`src/rtl/fifo_rr_arbiter_if.sv`:
```
// Bus bundle between the round-robin FIFO sequencer and its environment:
// producer requests/grants, consumer pop handshake, flush control and the
// pins that drive the shared FIFO.
interface fifo_rr_arbiter_if #(
  parameter int N = 4,
  parameter int M = 2,
  parameter int K = 4
);
  localparam int OCC_W = $clog2(N) + 1;

  logic [K-1:0]     req;
  logic [K*M-1:0]   req_data;
  logic [K-1:0]     gnt;
  logic             pop_req;
  logic             pop_ack;
  logic             flush;
  logic             flush_busy;
  logic             fifo_push;
  logic             fifo_pop;
  logic [M-1:0]     fifo_in;
  logic             fifo_full;
  logic [OCC_W-1:0] occ;
  logic             empty;

  // The sequencer side.
  modport master (
    input  req, req_data, pop_req, flush, fifo_full,
    output gnt, pop_ack, flush_busy, fifo_push, fifo_pop, fifo_in, occ, empty
  );

  // The requesters, consumer and FIFO side.
  modport slave (
    output req, req_data, pop_req, flush, fifo_full,
    input  gnt, pop_ack, flush_busy, fifo_push, fifo_pop, fifo_in, occ, empty
  );
endinterface

```
`src/rtl/fifo_rr_arbiter.sv`:
```
// Round-robin push arbiter and pop sequencer in front of a single N x M FIFO.
// Keeps a local occupancy count (the FIFO only exposes full), never issues a
// push the FIFO would drop, and can drain the FIFO on a flush pulse.
module fifo_rr_arbiter #(
  parameter int N = 4,
  parameter int M = 2,
  parameter int K = 4
) (
  input  logic              clk,
  input  logic              reset,
  fifo_rr_arbiter_if.master bus
);

  localparam int OCC_W = $clog2(N) + 1;
  localparam int IDX_W = (K > 1) ? $clog2(K) : 1;

  typedef enum logic [1:0] {
    IDLE  = 2'd0,
    ARB   = 2'd1,
    FLUSH = 2'd2
  } state_t;

  state_t           state_q, state_d;
  logic [IDX_W-1:0] rr_ptr_q;
  logic [OCC_W-1:0] occ_q, occ_d;

  logic [K-1:0]     gnt_q;
  logic             fifo_push_q;
  logic             fifo_pop_q;
  logic [M-1:0]     fifo_in_q;
  logic             pop_ack_q;
  logic             flush_busy_q;

  logic             any_req;
  logic             pop_ok;
  logic             push_ok;
  logic [IDX_W-1:0] cand;
  logic [IDX_W-1:0] winner;
  logic [K-1:0]     win_onehot;
  logic [M-1:0]     win_data;
  logic             do_push;
  logic             do_pop;
  logic             do_ack;

  assign any_req = |bus.req;
  assign pop_ok  = bus.pop_req && (occ_q != '0);
  // A push is safe when there is room, or when a pop frees a slot on the same edge.
  assign push_ok = any_req && ((occ_q < OCC_W'(N)) || pop_ok);

  // Round-robin scan: first asserted request after the last winner, wrapping at K.
  // NOTE: every variable written here gets a default first, so no path leaves
  // it unassigned and no latch is inferred.
  always_comb begin
    winner     = rr_ptr_q;
    win_onehot = '0;
    win_data   = '0;
    cand       = '0;
    for (int off = 1; off <= K; off++) begin
      cand = IDX_W'((int'(rr_ptr_q) + off) % K);
      if ((win_onehot == '0) && bus.req[cand]) begin
        winner           = cand;
        win_onehot[cand] = 1'b1;
      end
    end
    for (int i = 0; i < K; i++) begin
      if (win_onehot[i]) win_data = bus.req_data[i*M +: M];
    end
  end

  // Next-state and push/pop decisions; flush wins over any other request.
  always_comb begin
    state_d = state_q;
    do_push = 1'b0;
    do_pop  = 1'b0;
    do_ack  = 1'b0;
    unique case (state_q)
      IDLE, ARB: begin
        if (bus.flush) begin
          state_d = FLUSH;
        end else begin
          do_pop  = pop_ok;
          do_ack  = pop_ok;
          do_push = push_ok;
          state_d = (any_req || bus.pop_req) ? ARB : IDLE;
        end
      end
      FLUSH: begin
        // Drained words are discarded, so the consumer sees no pop_ack.
        if (occ_q != '0) begin
          do_pop = 1'b1;
          if (occ_q == OCC_W'(1)) state_d = IDLE;
        end else begin
          state_d = IDLE;
        end
      end
      default: state_d = IDLE;
    endcase
  end

  // Occupancy follows the issued commands; push and pop together cancel out.
  always_comb begin
    occ_d = occ_q;
    if (do_push && !do_pop)      occ_d = occ_q + OCC_W'(1);
    else if (do_pop && !do_push) occ_d = occ_q - OCC_W'(1);
  end

  // State, pointer, occupancy and all registered pins.
  // NOTE: sequential state uses non-blocking assignments so every register
  // samples the pre-edge values regardless of statement order.
  always_ff @(posedge clk or negedge reset) begin
    if (!reset) begin
      state_q      <= IDLE;
      rr_ptr_q     <= IDX_W'(K - 1);
      occ_q        <= '0;
      gnt_q        <= '0;
      fifo_push_q  <= 1'b0;
      fifo_pop_q   <= 1'b0;
      fifo_in_q    <= '0;
      pop_ack_q    <= 1'b0;
      flush_busy_q <= 1'b0;
    end else begin
      state_q      <= state_d;
      occ_q        <= occ_d;
      gnt_q        <= do_push ? win_onehot : '0;
      fifo_push_q  <= do_push;
      fifo_in_q    <= do_push ? win_data : '0;
      fifo_pop_q   <= do_pop;
      pop_ack_q    <= do_ack;
      flush_busy_q <= (state_d == FLUSH);
      if (do_push) rr_ptr_q <= winner;
    end
  end

  assign bus.gnt        = gnt_q;
  assign bus.fifo_push  = fifo_push_q;
  assign bus.fifo_pop   = fifo_pop_q;
  assign bus.fifo_in    = fifo_in_q;
  assign bus.pop_ack    = pop_ack_q;
  assign bus.flush_busy = flush_busy_q;
  assign bus.occ        = occ_q;
  assign bus.empty      = (occ_q == '0);

  // The FIFO acts on the pins one edge after occ moves, so its full flag must
  // match the occupancy held during the previous cycle.
  full_tracks_occ: assert property (
    @(posedge clk) disable iff (!reset)
    bus.fifo_full == ($past(occ_q) == OCC_W'(N))
  );

endmodule

```
`src/flat_wrapper.sv`:
```
// flat-port wrapper written by rule: the top's interface ports become plain ports
module fifo_rr_arbiter_flat 
#(
  parameter int N = 4,
  parameter int M = 2,
  parameter int K = 4
)
  (clk, reset, bus_req, bus_req_data, bus_pop_req, bus_flush, bus_fifo_full, bus_gnt, bus_pop_ack, bus_flush_busy, bus_fifo_push, bus_fifo_pop, bus_fifo_in, bus_occ, bus_empty);
  fifo_rr_arbiter_if #(.N(N), .M(M), .K(K)) bus_i ();
  input  logic clk;
  input  logic reset;
  input wire logic [$bits(bus_i.req)-1:0] bus_req;
  input wire logic [$bits(bus_i.req_data)-1:0] bus_req_data;
  input wire logic [$bits(bus_i.pop_req)-1:0] bus_pop_req;
  input wire logic [$bits(bus_i.flush)-1:0] bus_flush;
  input wire logic [$bits(bus_i.fifo_full)-1:0] bus_fifo_full;
  output wire logic [$bits(bus_i.gnt)-1:0] bus_gnt;
  output wire logic [$bits(bus_i.pop_ack)-1:0] bus_pop_ack;
  output wire logic [$bits(bus_i.flush_busy)-1:0] bus_flush_busy;
  output wire logic [$bits(bus_i.fifo_push)-1:0] bus_fifo_push;
  output wire logic [$bits(bus_i.fifo_pop)-1:0] bus_fifo_pop;
  output wire logic [$bits(bus_i.fifo_in)-1:0] bus_fifo_in;
  output wire logic [$bits(bus_i.occ)-1:0] bus_occ;
  output wire logic [$bits(bus_i.empty)-1:0] bus_empty;
  assign bus_i.req = bus_req;
  assign bus_i.req_data = bus_req_data;
  assign bus_i.pop_req = bus_pop_req;
  assign bus_i.flush = bus_flush;
  assign bus_i.fifo_full = bus_fifo_full;
  assign bus_gnt = bus_i.gnt;
  assign bus_pop_ack = bus_i.pop_ack;
  assign bus_flush_busy = bus_i.flush_busy;
  assign bus_fifo_push = bus_i.fifo_push;
  assign bus_fifo_pop = bus_i.fifo_pop;
  assign bus_fifo_in = bus_i.fifo_in;
  assign bus_occ = bus_i.occ;
  assign bus_empty = bus_i.empty;
  fifo_rr_arbiter #(.N(N), .M(M), .K(K)) u_core (.clk(clk), .reset(reset), .bus(bus_i));
endmodule
```
`config.mk`:
```
export PLATFORM = sky130hd
export DESIGN_NAME = fifo_rr_arbiter_flat
export DESIGN_NICKNAME = d
export VERILOG_FILES = /design/src/rtl/fifo_rr_arbiter_if.sv /design/src/rtl/fifo_rr_arbiter.sv /design/src/flat_wrapper.sv
export SDC_FILE = /design/constraint.sdc
export NUM_CORES = 1
export LEC_CHECK = 0
export CAP_MARGIN = 20
export CORE_MARGIN = 2
export CORE_UTILIZATION = 50
export CTS_BUF_LIST = sky130_fd_sc_hd__clkbuf_4 sky130_fd_sc_hd__clkbuf_8 sky130_fd_sc_hd__clkbuf_16
export CTS_CLUSTER_SIZE = 40
export DETAILED_ROUTE_END_ITERATION = 8
export GPL_TIMING_DRIVEN = 0
export PLACE_DENSITY = 0.79
export SLEW_MARGIN = 5
export SYNTH_ARGS = -nofsm -noshare
export SYNTH_HDL_FRONTEND = slang
export SYNTH_SLANG_ARGS = --single-unit
export TNS_END_PERCENT = 10
```
`constraint.sdc`:
```
create_clock -name clk -period 3.9 [get_ports clk]
set_clock_uncertainty 0.05 [all_clocks]
set_input_delay 0.78 -clock clk [delete_from_list [all_inputs] [get_ports clk]]
set_output_delay 0.78 -clock clk [all_outputs]
set_load 0.05 [all_outputs]
```
==> results.md, run 1 <==
- Share of layout cells above drive strength 1: 11.5%
- Core Area: 2520 sq um
- Worst R2R Path Depth: 10
- Critical path depth: 10
- CP Class: reg -> reg
- Cts repair resizes: 0
- Largest net degree at the start of global routing: 18
- Cts bufs inserted: 3
- Reg2Reg Setup Slack: 0.56 ns
- DRT antenna net count: 0
- Clock tree buffer depth: 2
- DRT Pass-1 Iters: 4
- Iter 0 DRT Violations: 35
- Clock-pin slew on the worst setup and hold paths: approximately 0.10 ns
- Post-synth EDFFs: 0
- Worst EP required: a little over 4 ns
- Hpwl dp: 2510 microns
- RR Endpoint: u_core.bus.fifo_in[1]$_DFF_PN0_
- CTS tree: built
- Die ar.: 3150 sq um
- Commonest non-fill, non-tap cell in the layout: clkdlybuf4s50_1
- Starting Density: a little over half
- WL/cell: approximately 16 microns
- Yosys top cell area share: between 20 and 30%
- Worst setup path start: u_core.rr_ptr_q[0]$_DFFE_PN1P_
- Hold Crit Depth: 1
- Hold_buf cts: 0
- Area grow syn2layout: 26.1%
- I/O Pins: 31
- Syn Inst Count: 141
- Synthesized area per cell: between 9 and 10 sq um
- Setup crit start kind: flop
- Cell taking the most area after synthesis: dfrtp_1
- Ys Warns: 0
- Placement Rows: 18
- RSZ-0062 raised after global routing: false
- Die H: 56.2 microns
- Vias in the first global route: 1241
- Routed WL: around 3200 microns
- CTS sink cnt: 17
- Syn nets: 171
- Nets: 205
- Crit end category: flop
- Post-CTS Setup Bufs: 0
- Min cycle time layout: between 3 and 4 ns
- H-Tree Depth: 1
- Final setup fails: 0
- CP arrival: around 3.5 ns
- First-pass GRT wire length: ~5500 microns
- Fmax: about 300 MHz
- HP Start: u_core.state_q[1]$_DFF_PN0_
- Final Cycle Share: about 86%
- Worst-Skew Late Latency: roughly 0.29 ns
- Sequence of cells on the critical path: inv_1, ha_1, mux4_2, buf_6, nand2_1, o21a_1, a211oi_2, nor4_1, o311ai_0, o2111a_1
- Worst-Margin Slew: between 0.7 and 0.8 ns
- Mapped Area: ~1400 sq um
- Via count: between 1000 and 1500
- Area after DPL: 1690 sq um
- Reg2Reg Launch Point: u_core.rr_ptr_q[0]$_DFFE_PN1P_
- Asr flop ratio synth: 100%
- Min-delay worst type: reg -> reg
- Status: finished clean
- Top Family by Delay on Critical Path: compound AO/OA/AOI/OAI gates
- Slew margin rel.: 50.7%
- Synth cell types: ~50
- Final-report hold violation count: 0
- Top cells by area, synth: dfrtp_1 (28%), ha_1 (12%), inv_1 (4.1%), dfstp_2 (3.9%), mux4_1 (3.9%)
- Fill count: approximately 210
- Root buf cell: clkbuf_4
- Chip Width: ~56 microns
- Max stage delay on crit path: roughly 0.67 ns
- Initial antenna violation count: 0
- Ys flop type: dfrtp_1
- Via/cell ratio: approximately 6.2
- Post-Route Setup TNS: 0 ns
- Ant. Diodes: 0
- Final instance area: around 1700 sq um
- Final Max Slew Viols: 0
- Most frequent cells in the layout: clkdlybuf4s50_1 (29), inv_1 (15), dfrtp_1 (15)
- Register area share after synthesis: 31.5%
- IO buf count: 29
- Total GRT Usage: between 20% and 30%
- Hold EP: u_core.state_q[1]$_DFF_PN0_
- Critical-path top delay cell: dfstp_2
- RePlAce Congestion: roughly 0.89
- Crit Path Max Fanout: 10
- Core Util, Final: between 60 and 70%
- CP Buf/Inv Count: 2
- Max Cap Violations: 0
- Grt total ovfl: 0
- Synthesized flop and latch total: 17
- DRC: 0
-- registers in the layout, summed over array words and instances (netlist names), 2 cells and up --
| signal | count |
|---|---|
| u_core.bus.occ | 3 |
| u_core.bus.gnt | 4 |
| u_core.bus.fifo_in | 2 |
| u_core.state_q | 2 |
| u_core.rr_ptr_q | 2 |
-- final cells by class --
type	instances	area, sq um	area share (%)
Multi-Input combinational cell	108	865	50.4
Sequential cell	17	428	24.9
Timing Repair Buffer	29	290	16.9
Inverter	15	56.3	3.28
Tap cell	30	37.5	2.19
Clock buffer	3	22.5	1.31
Buffer	1	11.3	0.656
Clock inverter	1	5.00	0.292
-- kinds of logic (layout without fill, tap and decap cells) --
group,count (synthesis),after routing,synth area share [%]
xor+xnor,3,3,1.93
buf+inv,16,49,4.97
compound gates,49,49,28.3
fa+ha+maj,13,13,12.0
mux,4,4,7.18
simple gates,39,39,14.2
flops,17,17,31.5
-- synthesized netlist by cell type, types with 2 or more instances --
master    instances
or3_1             2
inv_1            15
nor4_1            2
o21ai_1           4
o21a_1            3
o2111a_1          2
nand2_1          11
nor3_1            3
nand3_1           4
mux4_1            2
xnor2_1           2
nand2b_1          2
o311ai_0          2
o21ai_0           5
ha_1             13
a21oi_1           9
nor2_1           10
a21boi_1          2
dfstp_2           2
dfrtp_1          15
mux4_2            2
o21a_4            2
-- worst register-to-register path: stages (launching register included) --
cell	delay, ns
dfstp_2	0.67
inv_1	0.16
ha_1	0.41
mux4_2	0.36
buf_6	0.17
nand2_1	0.10
o21a_1	0.31
a211oi_2	0.14
nor4_1	0.42
o311ai_0	0.24
o2111a_1	0.19
-- worst max path at each step --
stage,endpoint
6_report,u_core.bus.fifo_in[1]$_DFF_PN0_
5_1_grt,u_core.bus.fifo_in[1]$_DFF_PN0_
4_1_cts,u_core.bus.fifo_in[1]$_DFF_PN0_
3_5_place_dp,u_core.bus.fifo_in[1]$_DFF_PN0_
3_3_place_gp,u_core.bus.fifo_in[0]$_DFF_PN0_
2_1_floorplan,u_core.bus.fifo_in[1]$_DFF_PN0_
-- per-layer routing --
layer  wire length, microns  track usage, %  part of all wire [%]
met1                   1440            28.6                    45
met5                      0               0                     0
met4                      0            3.06                     0
met3                    240            5.81                   7.4
met2                   1550            36.1                    48
-- per-stage QoR --
step	instances	setup slack, ns	hold WS (ns)
final	204	0.560	0.501
after CTS	204	0.542	0.493
after floorplan	141	1.03	0.434
after detailed placement	200	0.378	0.470
after global routing	204	0.322	0.526
after global placement	200	0.412	0.453
Power of run 1 is left out: the tool's default activity adds up to more than one toggle a clock period on the data nets, which glitch-free logic cannot reach.
==> run 2: changes to the inputs <==
--- a/config.mk
+++ b/config.mk
@@ -11,6 +11,7 @@
 export CTS_BUF_LIST = sky130_fd_sc_hd__clkbuf_4 sky130_fd_sc_hd__clkbuf_8 sky130_fd_sc_hd__clkbuf_16
 export CTS_CLUSTER_SIZE = 40
 export DETAILED_ROUTE_END_ITERATION = 8
+export GPL_ROUTABILITY_DRIVEN = 0
 export GPL_TIMING_DRIVEN = 0
 export PLACE_DENSITY = 0.79
 export SLEW_MARGIN = 5
==> results.md, run 2 (same netlist as run 1, synthesis figures left out) <==
- CP Class: reg -> reg
- CP arrival: 3.44 ns (-0.03 ns)
- Max stage delay on crit path: 0.66 ns (about the same)
- DRT Pass-1 Iters: 4 (unchanged)
- Clock tree buffer depth: 2 (unchanged)
- Worst-Margin Slew: 0.715 ns (-0.0216 ns)
- Vias in the first global route: 1189 (-4.2%)
- Fmax: 303 MHz (+1.1%)
- Final setup fails: 0 (unchanged)
- CTS sink cnt: 17 (unchanged)
- Critical-path top delay cell: dfstp_2
- Critical path depth: 10 (unchanged)
- Crit Path Max Fanout: 10 (unchanged)
- Final Cycle Share: 84.7% (-0.92 points)
- Core Area: 2520 sq um (unchanged)
- Die H: 56.2 microns (unchanged)
- CP Buf/Inv Count: 2 (unchanged)
- Grt total ovfl: 0 (unchanged)
- Setup crit end: u_core.bus.fifo_in[0]$_DFF_PN0_
- Status: finished clean
- Ant. Diodes: 0 (unchanged)
- Clock-pin slew on the worst setup and hold paths: 0.09 ns (about the same)
- Largest net degree at the start of global routing: 18 (unchanged)
- Min-delay worst type: reg -> reg
- Area grow syn2layout: 26.1% (unchanged)
- First-pass GRT wire length: 5040 microns (-8.8%)
- Worst R2R Path Depth: 10 (unchanged)
- Top Family by Delay on Critical Path: compound AO/OA/AOI/OAI gates
- WL/cell: 15.2 microns (-3.9%)
- H-Tree Depth: 1 (unchanged)
- Post-Route Setup TNS: 0 ns (unchanged)
- Via count: 1244 (-0.96%)
- Routed WL: 3100 microns (-3.9%)
- Hold_buf cts: 0 (unchanged)
- Setup slack after layout: 0.596 ns (+0.0357 ns)
- Sequence of cells on the critical path: inv_1, ha_1, mux4_2, buf_6, nand2_1, o21a_1, a211oi_2, nor4_1, o311ai_0, o2111a_1
- Commonest non-fill, non-tap cell in the layout: clkdlybuf4s50_1
- Total GRT Usage: 19.9% (-1.7 points)
- Cts bufs inserted: 3 (unchanged)
- Worst-Skew Late Latency: 0.29 ns (about the same)
- I/O Pins: 31 (unchanged)
- DRC: 0 (unchanged)
- Hpwl dp: 2440 microns (-2.9%)
- Setup crit start kind: flop
- RSZ-0062 raised after global routing: false
- Placement Rows: 18 (unchanged)
- Reg2Reg Setup Slack: 0.60 ns (+0.04 ns)
- Slew margin rel.: 52.2% (+1.4 points)
- Share of layout cells above drive strength 1: 11.5% (unchanged)
- CTS tree: built
- Via/cell ratio: 6.10 (-0.96%)
- Most frequent cells in the layout: clkdlybuf4s50_1 (29), inv_1 (15), dfrtp_1 (15)
- Worst EP required: 4.04 ns (about the same)
- Max reg flops: 4 (unchanged)
- Nets: 205 (unchanged)
- Chip Width: 56.2 microns (unchanged)
- Starting Density: 53.9% (unchanged)
- Die ar.: 3150 sq um (unchanged)
- Initial antenna violation count: 0 (unchanged)
- Iter 0 DRT Violations: 33 (-5.7%)
- Final Max Slew Viols: 0 (unchanged)
- IO buf count: 29 (unchanged)
- RR Endpoint: u_core.bus.fifo_in[0]$_DFF_PN0_
- Crit end category: flop
- Final-report hold violation count: 0 (unchanged)
- DRT antenna net count: 0 (unchanged)
- Root buf cell: clkbuf_4
- Max Cap Violations: 0 (unchanged)
- Reg2Reg Launch Point: u_core.rr_ptr_q[0]$_DFFE_PN1P_
- Cts repair resizes: 0 (unchanged)
- Post-CTS Setup Bufs: 0 (unchanged)
- Hold Slack: 0.500 ns (-0.00123 ns)
- Place WS: 0.427 ns (+0.0494 ns)
- Worst setup path start: u_core.rr_ptr_q[0]$_DFFE_PN1P_
- Min cycle time layout: 3.30 ns (-0.0357 ns)
==> run 2: worst min-delay path by stage <==
stage,slack (ns),endpoint,from,cells after the start
final,0.50,u_core.bus.flush_busy$_DFF_PN0_,u_core.state_q[1]$_DFF_PN0_,1
after global routing,0.54,u_core.bus.flush_busy$_DFF_PN0_,u_core.state_q[1]$_DFF_PN0_,1
after CTS,0.50,u_core.bus.flush_busy$_DFF_PN0_,u_core.state_q[1]$_DFF_PN0_,1
after detailed placement,0.47,u_core.bus.flush_busy$_DFF_PN0_,u_core.state_q[1]$_DFF_PN0_,1
after global placement,0.45,u_core.state_q[1]$_DFF_PN0_,u_core.state_q[1]$_DFF_PN0_,1
after floorplan,0.43,u_core.bus.fifo_in[0]$_DFF_PN0_,reset,0
==> run 2: metrics by stage <==
step                      std cells  utilization (%)  instance area (sq um)
final                           204             68.0                   1720
after CTS                       204             68.0                   1720
after detailed placement        200             66.9                   1690
after global routing            204             68.0                   1720
after floorplan                 141                -                   1360
after global placement          200             66.9                   1690
==> run 2: per-layer routing <==
layer  track usage, %  up-vias  routed length, microns
met4             5.44        0                      36
li1                 -      598                       -
met5                0        -                       0
met3             5.58        7                     251
met2             33.9       56                    1440
met1             24.6      583                    1370
==> run 2: worst register-to-register path: stages, from the launching register on <==
cell and delay, ns:
dfstp_2 0.66, inv_1 0.15, ha_1 0.41, mux4_2 0.37
buf_6 0.17, nand2_1 0.11, o21a_1 0.33, a211oi_2 0.16
nor4_1 0.39, o311ai_0 0.23, o2111a_1 0.19
==> run 2: cell type report <==
class | instances | area, sq um
buffer | 1 | 11.3
clock buffer | 3 | 22.5
clock inverter | 1 | 5.00
fill | 203 | 807
inverter | 15 | 56.3
multi-input combinational | 108 | 865
sequential | 17 | 428
tap | 30 | 37.5
timing repair buffer | 29 | 290
Power of run 2 is left out for the same reason.
